===== src/rtl/key_insn_pkg.sv =====
// ============================================================================
// Module      : key_insn_pkg
// Description : Shared constants, arbiter state encoding and helpers for the
//               key instruction arbiter.
// Revision    : 1.0 - initial release
// ============================================================================
`default_nettype none

package key_insn_pkg;

    localparam logic [31:0] KEY_INSN_RIGHT = 32'h5800_0001;
    localparam logic [31:0] KEY_INSN_FIRE  = 32'h5800_0002;
    localparam logic [31:0] KEY_INSN_LEFT  = 32'h5800_0003;
    localparam logic [31:0] KEY_INSN_NONE  = 32'h0000_0000;

    localparam logic [1:0] KEY_IDX_RIGHT = 2'd0;
    localparam logic [1:0] KEY_IDX_FIRE  = 2'd1;
    localparam logic [1:0] KEY_IDX_LEFT  = 2'd2;
    localparam logic [1:0] GRANT_NONE    = 2'd3;

    typedef enum logic [1:0] {
        IDLE       = 2'd0,
        WAIT_FRAME = 2'd1,
        ISSUE      = 2'd2
    } arb_state_e;

    function automatic logic [31:0] key_insn_word(input logic [1:0] idx);
        logic [31:0] word;
        case (idx)
            KEY_IDX_RIGHT: word = KEY_INSN_RIGHT;
            KEY_IDX_FIRE:  word = KEY_INSN_FIRE;
            KEY_IDX_LEFT:  word = KEY_INSN_LEFT;
            default:       word = KEY_INSN_NONE;
        endcase
        return word;
    endfunction

    // Round-robin search over indices 0..2 starting just after the last grant.
    function automatic logic [1:0] rr_pick(input logic [2:0] req, input logic [1:0] last);
        logic [1:0] idx;
        logic [1:0] pick;
        pick = GRANT_NONE;
        idx  = (last >= KEY_IDX_LEFT) ? KEY_IDX_RIGHT : last + 2'd1;
        for (int i = 0; i < 3; i++) begin
            if ((pick == GRANT_NONE) && req[idx]) begin
                pick = idx;
            end
            idx = (idx == KEY_IDX_LEFT) ? KEY_IDX_RIGHT : idx + 2'd1;
        end
        return pick;
    endfunction

endpackage

`default_nettype wire


===== src/rtl/key_debounce.sv =====
// ============================================================================
// Module      : key_debounce
// Description : Two-flop synchroniser, counter debouncer and press-edge pulse
//               for one active-low push-button.
// Revision    : 1.0 - initial release
// ============================================================================
`default_nettype none

module key_debounce #(
    parameter int DEBOUNCE_CYCLES = 16,
    parameter int DB_W            = 5
) (
    input  logic clk,
    input  logic reset,
    input  logic key_n,
    output logic pressed,
    output logic press
);

    localparam logic [DB_W-1:0] c_cnt_last = DB_W'(DEBOUNCE_CYCLES - 1);

    logic            r_sync1_q;
    logic            r_sync2_q;
    logic            r_level_n_q;
    logic            r_level_n_d;
    logic [DB_W-1:0] r_cnt_q;
    logic [DB_W-1:0] r_cnt_d;
    logic            w_differ;
    logic            w_flip;

    always_comb begin
        w_differ    = (r_sync2_q != r_level_n_q);
        w_flip      = w_differ && (r_cnt_q == c_cnt_last);
        r_level_n_d = w_flip ? r_sync2_q : r_level_n_q;
        r_cnt_d     = (!w_differ || w_flip) ? '0 : r_cnt_q + DB_W'(1);
    end

    // Press pulse coincides with the edge that commits the new debounced level.
    assign press   = w_flip && !r_sync2_q;
    assign pressed = !r_level_n_q;

    always_ff @(posedge clk) begin
        if (reset) begin
            r_sync1_q   <= 1'b1;
            r_sync2_q   <= 1'b1;
            r_level_n_q <= 1'b1;
            r_cnt_q     <= '0;
        end else begin
            r_sync1_q   <= key_n;
            r_sync2_q   <= r_sync1_q;
            r_level_n_q <= r_level_n_d;
            r_cnt_q     <= r_cnt_d;
        end
    end

endmodule

`default_nettype wire


===== src/rtl/key_insn_arbiter.sv =====
// ============================================================================
// Module      : key_insn_arbiter
// Description : Debounces three push-buttons, latches presses and issues one
//               key instruction per frame, round-robin, over valid/ack.
//               Optional auto-repeat of held keys: define KEY_AUTOREPEAT_EN.
// Revision    : 1.0 - initial release
// ============================================================================
`default_nettype none

module key_insn_arbiter
    import key_insn_pkg::*;
#(
    parameter int DEBOUNCE_CYCLES = 16,
    parameter int DB_W            = 5,
    parameter int ACK_TIMEOUT     = 1024,
    parameter int TO_W            = 11,
    parameter int REPEAT_FRAMES   = 8
) (
    input  logic        clk,
    input  logic        reset,
    input  logic [2:0]  key_n,
    input  logic        frame_tick,
    input  logic        insn_ack,
    output logic [31:0] insn_key,
    output logic        key_pressed,
    output logic [1:0]  grant,
    output logic [2:0]  pending
);

    localparam logic [TO_W-1:0] c_to_last = TO_W'(ACK_TIMEOUT - 1);

    logic [2:0]      w_level;
    logic [2:0]      w_press;
    logic [2:0]      w_repeat;
    logic [2:0]      w_clear;
    logic [1:0]      w_pick;

    arb_state_e      r_state_q;
    arb_state_e      r_state_d;
    logic [2:0]      r_pending_q;
    logic [2:0]      r_pending_d;
    logic [1:0]      r_grant_q;
    logic [1:0]      r_grant_d;
    logic [1:0]      r_last_q;
    logic [1:0]      r_last_d;
    logic [TO_W-1:0] r_tcnt_q;
    logic [TO_W-1:0] r_tcnt_d;

    for (genvar k = 0; k < 3; k++) begin : g_key
        key_debounce #(
            .DEBOUNCE_CYCLES (DEBOUNCE_CYCLES),
            .DB_W            (DB_W)
        ) u_debounce (
            .clk     (clk),
            .reset   (reset),
            .key_n   (key_n[k]),
            .pressed (w_level[k]),
            .press   (w_press[k])
        );
    end

`ifdef KEY_AUTOREPEAT_EN
    localparam int c_rep_w = (REPEAT_FRAMES > 1) ? $clog2(REPEAT_FRAMES) : 1;

    for (genvar k = 0; k < 3; k++) begin : g_repeat
        logic [c_rep_w-1:0] r_rep_q;
        logic [c_rep_w-1:0] r_rep_d;
        logic               w_wrap;

        assign w_wrap      = w_level[k] && frame_tick &&
                             (r_rep_q == c_rep_w'(REPEAT_FRAMES - 1));
        assign w_repeat[k] = w_wrap;

        always_comb begin
            r_rep_d = r_rep_q;
            if (!w_level[k] || w_wrap) begin
                r_rep_d = '0;
            end else if (frame_tick) begin
                r_rep_d = r_rep_q + c_rep_w'(1);
            end
        end

        always_ff @(posedge clk) begin
            if (reset) begin
                r_rep_q <= '0;
            end else begin
                r_rep_q <= r_rep_d;
            end
        end
    end
`else
    // Held level and repeat period only feed the auto-repeat counters.
    logic w_unused_cfg;
    assign w_unused_cfg = ^{w_level, 32'(REPEAT_FRAMES)};
    assign w_repeat     = 3'b000;
`endif

    assign w_pick = rr_pick(r_pending_q, r_last_q);

    always_ff @(posedge clk) begin
        if (reset) begin
            r_state_q   <= IDLE;
            r_pending_q <= 3'b000;
            r_grant_q   <= GRANT_NONE;
            r_last_q    <= KEY_IDX_LEFT;
            r_tcnt_q    <= '0;
        end else begin
            r_state_q   <= r_state_d;
            r_pending_q <= r_pending_d;
            r_grant_q   <= r_grant_d;
            r_last_q    <= r_last_d;
            r_tcnt_q    <= r_tcnt_d;
        end
    end

    always_comb begin
        r_state_d = r_state_q;
        r_grant_d = r_grant_q;
        r_last_d  = r_last_q;
        r_tcnt_d  = r_tcnt_q;
        w_clear   = 3'b000;
        case (r_state_q)
            IDLE: begin
                if (r_pending_q != 3'b000) begin
                    r_state_d = WAIT_FRAME;
                end
            end
            WAIT_FRAME: begin
                if (r_pending_q == 3'b000) begin
                    r_state_d = IDLE;
                end else if (frame_tick) begin
                    r_state_d = ISSUE;
                    r_grant_d = w_pick;
                    r_tcnt_d  = '0;
                end
            end
            ISSUE: begin
                if (insn_ack) begin
                    w_clear   = 3'b001 << r_grant_q;
                    r_last_d  = r_grant_q;
                    r_state_d = IDLE;
                end else if (r_tcnt_q == c_to_last) begin
                    // Unacknowledged request is abandoned but stays pending for a retry.
                    r_last_d  = r_grant_q;
                    r_state_d = IDLE;
                end else begin
                    r_tcnt_d  = r_tcnt_q + TO_W'(1);
                end
            end
            default: begin
                r_state_d = IDLE;
            end
        endcase
        r_pending_d = (r_pending_q & ~w_clear) | w_press | w_repeat;
    end

    always_comb begin
        key_pressed = (r_state_q == ISSUE);
        grant       = key_pressed ? r_grant_q : GRANT_NONE;
        insn_key    = key_pressed ? key_insn_word(r_grant_q) : KEY_INSN_NONE;
        pending     = r_pending_q;
    end

endmodule

`default_nettype wire


===== config.mk =====
export PLATFORM = sky130hd
export DESIGN_NAME = key_insn_arbiter
export DESIGN_NICKNAME = d
export VERILOG_FILES = /design/src/rtl/key_insn_pkg.sv /design/src/rtl/key_debounce.sv /design/src/rtl/key_insn_arbiter.sv
export SDC_FILE = /design/constraint.sdc
export NUM_CORES = 1
export LEC_CHECK = 0
export ABC_CLOCK_PERIOD_IN_PS = 1800
export BUFFER_PORTS_ARGS = -buffer_cell sky130_fd_sc_hd__buf_2
export CELL_PAD_IN_SITES_DETAIL_PLACEMENT = 2
export CELL_PAD_IN_SITES_GLOBAL_PLACEMENT = 2
export CORE_UTILIZATION = 32
export CTS_CLUSTER_DIAMETER = 40
export DETAILED_ROUTE_END_ITERATION = 12
export PLACE_DENSITY_LB_ADDON = 0.1
export SYNTH_ARGS = -nofsm -noshare
export SYNTH_HDL_FRONTEND = slang
export SYNTH_SLANG_ARGS = --single-unit

===== constraint.sdc =====
create_clock -name clk -period 1.8 [get_ports clk]
set_input_delay 0.18 -clock clk [delete_from_list [all_inputs] [get_ports clk]]
set_output_delay 0.18 -clock clk [all_outputs]
set_load 0.02 [all_outputs]

==> summary.txt <==
Outcome = finished, violations left
Failing checks = design-rule violations
Ys flop type = dfxtp_1
DR pass1 iterations = 8
HPWL Detailed = 3650 µm
Placed cells = 335
RePlAce Congestion = 0.657
Synth top area cells = dfxtp_1 40%, buf_4 10%, ha_1 6.3%
Reg2Reg Depth = 5
Final core area utilization = 0.365
Avg Inst Size Synth = 8.90 µm²
Largest net degree at the start of global routing = 23
Initial antenna violation count = 0
Die area = 7150 µm²
Largest area contributor in the netlist = dfxtp_1
WHS Endpoint = g_key[0].u_debounce.r_sync1_q
Std-Cell Rows = 29
Die Wd = 84.6 µm
First-pass GRT wire length = 8090 µm
RSZ-0062 raised after global routing = no
Async set or reset register ratio after synthesis = 0
Clock Sinks = 44
Post-synthesis compound-gate area fraction = 0.113
CTS H-Tree Depth = 2
Crit path required time = 1.62 ns
Worst setup EP type = output pin
Core region area = 6460 µm²
Post-route insts no fill = 343
#FFs+latches synth = 44
Final setup violation count = 0
Total grt overflow = 0
Ports = 45
Mux cell area share after synthesis = 0.0138
Critical path class = reg -> out
Leakage power = 0.958 nW
Reg2Reg Launch Point = r_state_q[0]
Synth Area in XOR/XNOR = 0.0361
Antenna Nets Post-Route = 0
Max cap viols = 0
Ant diodes = 0
Hold Crit Start = key_n[0]
Total power = 1.74 mW
CTS tree = done
IR drop worst, VDD = 0.357 mV
Vias in the first global route = 1692
Drt first-iter violations = 58
Post-synthesis instance total = 245
Layout area overhead = 8.09%
Reg2reg end = r_tcnt_q[9]
Netlist Area Pre-Place = 2180 µm²
Area share of the largest cell type after synthesis = 0.404
Fin crit period = 1.70 ns
CTS Buf Count = 5
CP Launch Type = flop
Reg2reg setup slack = 0.12 ns
Clock slew at reported path FFs = 0.09 ns
Worst skew pair latency = 0.30 ns
Clk buf depth = 2
Die height = 84.6 µm
YS warnings = 0
Worst-path cell chain = nand2b_1 > clkinv_2 > and2_1 > buf_2
Fmax = 588 MHz
Setup Buffers After CTS = 0
Slowest cell delay on critical path = 0.40 ns
Peak fanout along the critical path = 8
Sequential-to-total area share from yosys stat = 0.404
WP data arrival = 1.52 ns
Clock skew = 0.00728 ns
Initial Utilization = 0.338
Hold Path Stages = 2
Slowest cell on the critical path = dfxtp_1
Simple-Gate Fraction of Synth Area = 0.230
IO buf count = 17
Adder-Cell Fraction of Synth Area = 0.0631
Via/cell ratio = 4.84
Drt total wl = 4830 µm
Via count = 1659
Cell variety after synth = 42
Main combinational cell family by area after synthesis = simple AND/OR/NAND/NOR gates
Root Driver = clkbuf_8
Hold Crit Class = in -> reg
Fraction of layout cells with a size suffix above 1 = 0.158
Avg WL per Cell = 14.1 µm
Fin. Hold Viols = 0
Period utilisation layout = 0.944
Final setup TNS = 0 ns
Layout net count = 283
Max-slew violations = 0
PwrDens = 740 nW/µm²
Residual DRC = 8
EDFF count, synth = 0
Total Routing Usage GR = 0.145
repair_timing:
action / CTS / global route
gates resized for setup: 1 / 2
hold buffers: 0 / 0
endpoints found under the setup margin: 1 / 5
critical path, delay by kind of cell (launching register included):
| family | cells | cell delay, ns |
|---|---|---|
| AND/OR/NAND/NOR | 2 | 0.47 |
| buffers and inverters | 2 | 0.36 |
| flip-flops | 1 | 0.40 |
through the flow:
step / hold slack, ns / setup WS [ns] / cell area, µm²
after floorplan: 0.284 / 0.138 / 2280
after global placement: 0.362 / 0.109 / 2250
after detailed placement: 0.366 / 0.0418 / 2250
after CTS: 0.0480 / 0.0119 / 2350
after global routing: 0.0418 / 0.00471 / 2360
final: 0.0563 / 0.100 / 2360
worst max path at each step:
stage	start	to	slack, ns	cells after the start
after floorplan	pending[0]	r_tcnt_q[1]	0.14	6
after global placement	r_tcnt_q[0]	r_tcnt_q[3]	0.11	6
after detailed placement	r_tcnt_q[0]	r_tcnt_q[3]	0.04	6
after CTS	r_tcnt_q[0]	r_tcnt_q[3]	0.01	6
after global routing	r_tcnt_q[0]	r_tcnt_q[3]	0.005	6
final	r_state_q[0]	insn_key[1]	0.10	4
cells in the final DEF, fill, tap and decap left out, drive strengths merged, types with 9 or more instances in the layout:
cell | Yosys | routed
dfxtp | 44 | 44
conb | 1 | 27
nor2 | 24 | 24
buf | 32 | 21
nand2 | 19 | 19
inv | 13 | 13
a21oi | 13 | 13
nand3 | 13 | 13
ha | 11 | 11
or4 | 9 | 9
flip-flops by register name, indices dropped and copies added, names as in the netlist:
name,cells
g_key.u_debounce.r_cnt_q,15
g_key.u_debounce.r_level_n_q,3
g_key.u_debounce.r_sync1_q,3
g_key.u_debounce.r_sync2_q,3
pending,3
r_grant_q,2
r_last_q,2
r_state_q,2
r_tcnt_q,11
metal layers:
layer,vias to the layer above,GRT usage,part of all wire
li1,826,-,-
met1,792,0.176,0.44
met2,37,0.255,0.51
met3,4,0.0364,0.043
met4,0,0.0370,0.0091
met5,-,0,0
cells by family (layout without fill, tap and decap cells):
kind of cell,count (synthesis),count (layout)
simple gates,94,94
fa+ha+maj,11,11
buf+inv,48,43
flops,44,44
mux,3,3
compound gates,35,35
xor+xnor,9,9
other cells,1,27
cells in the mapped netlist, types with 2 or more instances:
master and instances:
or2_2 6, mux2i_1 3, a21oi_1 13, inv_1 13
buf_4 30, dfxtp_1 44, nor2_1 24, o21a_1 3
xor2_1 3, o211ai_1 3, nand2b_1 3, nand2_1 19
clkbuf_1 2, xnor2_1 6, or4_1 9, nand3_1 13
o31ai_1 6, o41ai_1 2, ha_1 11, and3_1 5
nor3_1 4, or3_1 3
report_power, final:
group | leakage (nW) | internal [mW] | switching, mW
clock network | 0.0434 | 0.311 | 0.358
logic | 0.559 | 0.0157 | 0.0735
registers | 0.356 | 0.981 | 0.00452
total | 0.958 | 1.31 | 0.436
area by class of cell:
| cell class | count | area, µm² |
|---|---|---|
| Sequential cell | 44 | 881 |
| Clock inverter | 2 | 15.0 |
| Fill cell | 749 | 4100 |
| Inverter | 14 | 53.8 |
| Multi-Input combinational cell | 179 | 1100 |
| Timing Repair Buffer | 21 | 128 |
| Clock buffer | 6 | 82.6 |
| Tap cell | 77 | 96.3 |
No activity file was read; power rests on OpenSTA's default activity.
